**config.mk**
```make
export PLATFORM = sky130hd
export DESIGN_NAME = uart_tx_param
export DESIGN_NICKNAME = d
export VERILOG_FILES = /design/src/rtl/uart_tx_param.sv
export SDC_FILE = /design/constraint.sdc
export NUM_CORES = 1
export LEC_CHECK = 0
export CAP_MARGIN = 20
export CELL_PAD_IN_SITES_DETAIL_PLACEMENT = 0
export CELL_PAD_IN_SITES_GLOBAL_PLACEMENT = 1
export CORE_UTILIZATION = 40
export CTS_CLUSTER_DIAMETER = 80
export DETAILED_ROUTE_END_ITERATION = 8
export PLACE_DENSITY_LB_ADDON = 0.1
export SYNTH_ARGS = -nofsm -noshare
export SYNTH_HDL_FRONTEND = slang
export SYNTH_SLANG_ARGS = --single-unit
```
**constraint.sdc**
```tcl
create_clock -name tx_clk -period 2.7 [get_ports tx_clk]
set_input_delay 0.54 -clock tx_clk [delete_from_list [all_inputs] [get_ports tx_clk]]
set_output_delay 0.54 -clock tx_clk [all_outputs]
set_load 0.01 [all_outputs]
```
**src/rtl/uart_tx_param.sv**
```systemverilog
// Parametrised UART transmitter with internal baud divider and valid/ready input handshake.
// Optional transmit FIFO in front of the state machine is enabled by defining UART_TX_FIFO_EN.
module uart_tx_param #(
    parameter int unsigned DATA_BITS    = 8,
    parameter int unsigned CLKS_PER_BIT = 16,
    parameter int unsigned PARITY_MODE  = 0,
    parameter int unsigned STOP_BITS    = 1,
    parameter int unsigned FIFO_DEPTH   = 4
) (
    input  logic                 tx_clk,
    input  logic                 enable,
    input  logic                 tx_valid,
    input  logic [DATA_BITS-1:0] tx_data,
    output logic                 tx_ready,
    output logic                 TX,
    output logic                 done,
    output logic                 busy,
    output logic [2:0]           txstate,
    output logic [3:0]           fifo_level
);

    localparam logic [2:0] StIdle   = 3'd0;
    localparam logic [2:0] StStart  = 3'd1;
    localparam logic [2:0] StData   = 3'd2;
    localparam logic [2:0] StParity = 3'd3;
    localparam logic [2:0] StStop   = 3'd4;

    logic [2:0]           state_q, state_d;
    logic [15:0]          baud_q, baud_d;
    logic [3:0]           bit_q, bit_d;
    logic [DATA_BITS-1:0] shift_q, shift_d;
    logic                 par_q, par_d;
    logic                 tx_q, tx_d;
    logic                 done_q, done_d;

    logic                 start_req;
    logic [DATA_BITS-1:0] start_data;
    logic                 bit_end;

    initial begin
        if (DATA_BITS < 5 || DATA_BITS > 9) $error("uart_tx_param: illegal DATA_BITS %0d", DATA_BITS);
        if (CLKS_PER_BIT < 1 || CLKS_PER_BIT > 65535)
            $error("uart_tx_param: illegal CLKS_PER_BIT %0d", CLKS_PER_BIT);
        if (PARITY_MODE > 2) $error("uart_tx_param: illegal PARITY_MODE %0d", PARITY_MODE);
        if (STOP_BITS < 1 || STOP_BITS > 2) $error("uart_tx_param: illegal STOP_BITS %0d", STOP_BITS);
        if (FIFO_DEPTH < 2 || FIFO_DEPTH > 8 || (FIFO_DEPTH & (FIFO_DEPTH - 1)) != 0)
            $error("uart_tx_param: illegal FIFO_DEPTH %0d", FIFO_DEPTH);
    end

`ifdef UART_TX_FIFO_EN
    localparam int unsigned PtrW = (FIFO_DEPTH > 1) ? $clog2(FIFO_DEPTH) : 1;

    logic [DATA_BITS-1:0] mem_q [FIFO_DEPTH];
    logic [PtrW-1:0]      wr_ptr_q, wr_ptr_d;
    logic [PtrW-1:0]      rd_ptr_q, rd_ptr_d;
    logic [3:0]           count_q, count_d;
    logic                 push, pop;

    assign tx_ready   = (count_q != 4'(FIFO_DEPTH)) && !enable;
    assign push       = tx_valid && tx_ready;
    assign pop        = (state_q == StIdle) && (count_q != 4'd0) && !enable;
    assign start_req  = pop;
    assign start_data = mem_q[rd_ptr_q];
    assign fifo_level = count_q;

    // Pointer width matches the power-of-two depth, so increment wraps naturally.
    always_comb begin
        wr_ptr_d = push ? wr_ptr_q + 1'b1 : wr_ptr_q;
        rd_ptr_d = pop ? rd_ptr_q + 1'b1 : rd_ptr_q;
        count_d  = count_q + 4'(push) - 4'(pop);
    end

    always_ff @(posedge tx_clk) begin
        if (enable) begin
            wr_ptr_q <= '0;
            rd_ptr_q <= '0;
            count_q  <= 4'd0;
        end else begin
            wr_ptr_q <= wr_ptr_d;
            rd_ptr_q <= rd_ptr_d;
            count_q  <= count_d;
            if (push) mem_q[wr_ptr_q] <= tx_data;
        end
    end
`else
    assign tx_ready   = (state_q == StIdle) && !enable;
    assign start_req  = tx_valid && tx_ready;
    assign start_data = tx_data;
    assign fifo_level = 4'd0;
`endif

    assign bit_end = (baud_q == 16'(CLKS_PER_BIT - 1));

    always_comb begin
        state_d = state_q;
        baud_d  = baud_q;
        bit_d   = bit_q;
        shift_d = shift_q;
        par_d   = par_q;
        tx_d    = tx_q;
        done_d  = 1'b0;

        if (state_q != StIdle) baud_d = bit_end ? 16'd0 : baud_q + 16'd1;

        case (state_q)
            StIdle: begin
                tx_d = 1'b1;
                if (start_req) begin
                    state_d = StStart;
                    tx_d    = 1'b0;
                    shift_d = start_data;
                    par_d   = (PARITY_MODE == 2) ? ~^start_data : ^start_data;
                    baud_d  = 16'd0;
                    bit_d   = 4'd0;
                end
            end
            StStart: begin
                if (bit_end) begin
                    state_d = StData;
                    tx_d    = shift_q[0];
                    bit_d   = 4'd0;
                end
            end
            StData: begin
                if (bit_end) begin
                    shift_d = {1'b1, shift_q[DATA_BITS-1:1]};
                    if (bit_q == 4'(DATA_BITS - 1)) begin
                        bit_d = 4'd0;
                        if (PARITY_MODE != 0) begin
                            state_d = StParity;
                            tx_d    = par_q;
                        end else begin
                            state_d = StStop;
                            tx_d    = 1'b1;
                        end
                    end else begin
                        bit_d = bit_q + 4'd1;
                        tx_d  = shift_q[1];
                    end
                end
            end
            StParity: begin
                if (bit_end) begin
                    state_d = StStop;
                    tx_d    = 1'b1;
                    bit_d   = 4'd0;
                end
            end
            StStop: begin
                tx_d = 1'b1;
                if (bit_end) begin
                    if (bit_q == 4'(STOP_BITS - 1)) begin
                        state_d = StIdle;
                        done_d  = 1'b1;
                        bit_d   = 4'd0;
                    end else begin
                        bit_d = bit_q + 4'd1;
                    end
                end
            end
            default: begin
                state_d = StIdle;
                tx_d    = 1'b1;
            end
        endcase
    end

    always_ff @(posedge tx_clk) begin
        if (enable) begin
            state_q <= StIdle;
            baud_q  <= 16'd0;
            bit_q   <= 4'd0;
            shift_q <= '1;
            par_q   <= 1'b0;
            tx_q    <= 1'b1;
            done_q  <= 1'b0;
        end else begin
            state_q <= state_d;
            baud_q  <= baud_d;
            bit_q   <= bit_d;
            shift_q <= shift_d;
            par_q   <= par_d;
            tx_q    <= tx_d;
            done_q  <= done_d;
        end
    end

    assign TX      = tx_q;
    assign done    = done_q;
    assign busy    = (state_q != StIdle);
    assign txstate = state_q;

endmodule

```
Word level (Yosys, flattened, before mapping) --
Index checks and enable logic that the tools add are counted.
Cells by class: reductions and logical operators 14, $add $sub $neg 2, bitwise operators 2, mux-type cells 29, equality and inequality tests 14
Operators with widths (count):
- two-way mux 16 bit | 4
- two-way mux 4 bit | 6
- two-way mux 3 bit | 7
- adder 16 x 1 -> 16 bit, second input constant | 1
- equality test 16 x 4 -> 1 bit, second input constant | 1
- two-way mux 8 bit | 2
- case mux 4 bit (4 select lines) | 1
- case mux 8 bit (2 select lines) | 1
- case mux 3 bit (5 select lines) | 1
- inequality test 2 bit, second input constant | 7
- AND reduction 7 bit | 1
- equality test 3 x 2 -> 1 bit, second input constant | 2
- two-way mux 1 bit | 6
- AND reduction 3 bit | 2
- AND reduction 5 bit | 1
- adder 4 x 1 -> 4 bit, second input constant | 1
- equality test 4 x 3 -> 1 bit, second input constant | 1
- zero test 4 bit | 1
- case mux 1 bit (4 select lines) | 1
- nonzero test 4 bit | 1
- equality test 3 x 1 -> 1 bit, second input constant | 1
- equality test 3 bit, second input constant | 1
- zero test 3 bit | 1
- nonzero test 3 bit | 1
- other kinds (7) | 9
Word-level totals: output and inout port bits 11, input bits 11, bits in registers 33

Logic depth before layout (Yosys ltp) --
Gate-level depths: netlist of the first run.
depth after elaboration 5, depth in mapped cells 8, depth with buffers taken out 7

Worst setup path before layout of the first run --
No wires, ideal clock.
path kind flip-flop to flip-flop, start reg baud_q[0], end reg bit_q[3], data arrival time 1.850 ns, setup slack 0.776 ns, required time 2.626 ns, period minus slack after synthesis 1.924 ns, path buffers 0, stages on the path, launching flop included 7, cells stage by stage dfxtp_1 ha_1 and4b_1 a41o_2 nand3_4 or4_1 a31oi_1
On the way: cells in the longest elaborated chain, start to end 3, elaborated cells on any way between the ends 5, those cells by class eq/ne (4); reduce/logical (1)
RTL lines:
- start: declaration | line 29 | logic [15:0] baud_q, baud_d;
- start signal: assignment | line 179 | baud_q <= baud_d;
- equality test 16 x 4 -> 1 bit * | line 92 | assign bit_end = (baud_q == 16'(CLKS_PER_BIT - 1));
- inequality test 2 x 1 -> 1 bit (no source line) or inequality test 2 bit (tied branches)
- AND reduction 5 bit (no source line) *
- end signal: assignment | line 180 | bit_q <= bit_d;
- end: declaration | line 30 | logic [3:0] bit_q, bit_d;
Mark *: on every way between the ends. The rest lies on a longest branch, timed or not. A chain may end at the register's enable or synchronous reset.

Worst setup path in the final report of the first run --
start reg state_q[1], in the netlist txstate[1], end out tx_ready
On the way: cells in the longest elaborated chain, start to end 2
RTL lines:
- start: declaration | line 28 | logic [2:0] state_q, state_d;
- start signal: assignment | line 170 | state_q <= StIdle;
- start signal: assignment | line 178 | state_q <= state_d;
- zero test 3 bit | line 86 | assign tx_ready = (state_q == StIdle) && !enable;
- logical AND 1 bit | line 86
- end: declaration | line 14 | output logic tx_ready,
No other way between the ends.

==> metrics.cfg, run 1 <==
[outcome]
status = completed

[route]
first_pass_iters = 4
num_vias = 1630
vias_per_cell = 5.66
drt_iter0_drc = 156
drcViolationCount = 0
antenna_left = 0
wl_um = 4110
routedWlPerCell_um = 14.3

[sta]
setup_viol = 0
maxSlewViolCount = 0
setup_tns_ns = 0
tightest_slew_ns = 0.523
clock.fmax_mhz = 428
period_needed_ns = 2.33
fin_worst_skew_ns = 0.00298
period_share_pct = 86.4
relSlewSlack_pct = 65.1
final_hold_viol_count = 0
rsz0062_at_grt = false

[placed_design]
placed_cell_area_um2 = 1990
gp_congestion = 0.821
dp_hpwl_um = 2920
portBuffers = 17

[die]
die_x_um = 68.5
initial_core_util_pct = 43.0
ios = 22
die_h_um = 68.5
design.core.area_um2 = 4120
rows = 23
die_area_um2 = 4690

[layout]
drive_above_1_share_pct = 8.82
num_antenna_cells = 0
area_growth_pct = 18.5
finalNetCount = 251
seq_area_um2 = 661
multi_input_area_um2 = 1020
num-fill-cells = 388
final_core_util_pct = 50.9
fin_area_um2 = 2090

[clocking]
cts_buffer_depth = 2
ctsResizeCount = 0
cts.sinks = 33
cts_hold_buffers = 0
clkSlewWorstSetupHoldPaths_ns = 0.07
cts_root_buffer = clkbuf_8
cts_tree = done
insertion_delay_ns = 0.29
h-tree-depth = 2
cts_made_buffers = 5
postCtsSetupRepairBufs = 0

[setup_path]
path_max_fanout = 9
end_kind = output pin
critPathArrivalTime_ns = 1.79
rr_startpoint = baud_q[0]$_SDFF_PP0_
cp-start-kind = flip-flop
worstPathRequired_ns = 2.16
crit_path_start = txstate[1]$_SDFFE_PP0P_
critPathKind = reg -> out

[yosys]
async_flop_share_pct = 0
yosysTopAreaCellShare_pct = 37.4
synth_common_cells = dfxtp_1 (33), nor2_1 (23), nand2_1 (21)
ys_ff_latch = 33
synth_ff_type = dfxtp_1
synth-seq-area-share_pct = 37.4
synth_area_leaders = dfxtp_1 (37%), nor2_1 (4.9%), mux2i_1 (4.5%), o21ai_0 (4.5%), nand2_1 (4.5%)
synth.most_common_cell = dfxtp_1
ys_warn_count = 0
synth_area_um2 = 1770
ys_types = 49
synth_edf_count = 0
syn-mean-instance-area_um2 = 8.18
netlist.top_cell.by_area = dfxtp_1
synth_cells = 216

[power]
power_mw = 1.19
ir_worst_vdd_mv = 0.411
power.leakage_nw = 0.762
power_density_nw_per_um2 = 570

[grt]
antenna_found_initial = 0
grt-ovfl-total = 0
grt_pass1_wl_um = 6700
grt_use_total_pct = 19.6
grt_start_max_net_pins = 18
grt_pass1_vias = 1401

[worst_hold_path]
hp-class = reg -> reg
hp-start = shift_q[2]$_SDFFE_PP1P_

[job]
drv_cap = 0

[sequential cells by signal (all words and copies together) (netlist names)]
signal	count
baud_q	16
TX	1
txstate	3
shift_q	8
done	1
bit_q	4
[cells in the final DEF (no fill, tap or decap), types with 3 or more instances in the layout]
cell	count
ha_1	3
clkbuf_8	7
mux2i_1	8
o21ai_0	16
dfxtp_1	33
conb_1	4
inv_1	7
nor3_1	11
nor2_1	23
clkdlybuf4s50_1	17
a21oi_1	13
nand3_1	9
o211ai_1	7
a21o_1	3
or3_1	3
buf_4	6
nand2_1	21
a31oi_1	4
nand4_1	6
[critical path, stage by stage, from the launching register on]
cell and delay (ns):
dfxtp_1 0.39, nor3_2 0.35, inv_2 0.12, nor2_1 0.10, clkdlybuf4s50_1 0.55
[routing by layer]
layer  share of wire (%)  vias to the layer above  global-route usage (%)
li1                    -                      831                       -
met1                  51                      757                    28.0
met2                  43                       34                    27.3
met3                 4.4                        8                    4.33
met4                 1.7                        0                    9.38
met5                   0                        -                       0
[cell families (layout without fill, tap and decap cells)]
logic type | count (synthesis) | count (layout) | synth area share (%)
AND/OR/NAND/NOR | 90 | 90 | 28.0
AO/OA/AOI/OAI | 59 | 59 | 21.5
flip-flops | 33 | 33 | 37.4
buffers and inverters | 20 | 39 | 5.31
multiplexers | 8 | 8 | 4.53
adder cells (fa/ha/maj) | 3 | 3 | 2.12
XOR/XNOR | 2 | 2 | 0.991
other | 1 | 4 | 0.212
[through the flow]
stage | setup slack (ns) | std cells | hold WS, ns
2_1_floorplan | 0.776 | 219 | 0.455
3_3_place_gp | 0.429 | 280 | 0.465
3_5_place_dp | 0.367 | 280 | 0.475
4_1_cts | 0.349 | 288 | 0.491
5_1_grt | 0.243 | 288 | 0.513
6_report | 0.366 | 288 | 0.486
[worst paths after layout]
| check | slack [ns] | to | cells after the start |
|---|---|---|---|
| min reg2reg | 0.49 | shift_q[2]$_SDFFE_PP1P_ | 2 |
| min | 0.49 | shift_q[2]$_SDFFE_PP1P_ | 2 |
| max reg2reg | 0.41 | bit_q[3]$_SDFFE_PP0P_ | 6 |
| max | 0.37 | tx_ready | 4 |
[report_power, final]
part	switching [mW]	internal, mW	total [mW]
logic	0.139	0.0987	0.238
registers	0.0244	0.519	0.544
clock network	0.183	0.230	0.413
total	0.347	0.848	1.19
[final cells by class]
| cell class | count | share of cell area, % |
|---|---|---|
| multi-input combinational | 166 | 48.9 |
| sequential | 33 | 31.5 |
| timing repair buffer | 23 | 10.3 |
| clock buffer | 7 | 4.60 |
| tap | 50 | 2.99 |
| inverter | 8 | 1.43 |
| clock inverter | 1 | 0.239 |
Note: power is estimated with default switching activity, not from simulation.
==> inputs of run 2 (changes only) <==
--- a/config.mk
+++ b/config.mk
@@ -12,6 +12,7 @@
 export CTS_CLUSTER_DIAMETER = 80
 export DETAILED_ROUTE_END_ITERATION = 8
 export PLACE_DENSITY_LB_ADDON = 0.1
+export SKIP_LAST_GASP = 1
 export SYNTH_ARGS = -nofsm -noshare
 export SYNTH_HDL_FRONTEND = slang
 export SYNTH_SLANG_ARGS = --single-unit
==> results of run 2 <==
Same layout as run 1: the final DEF is identical, and so are final timing and power.
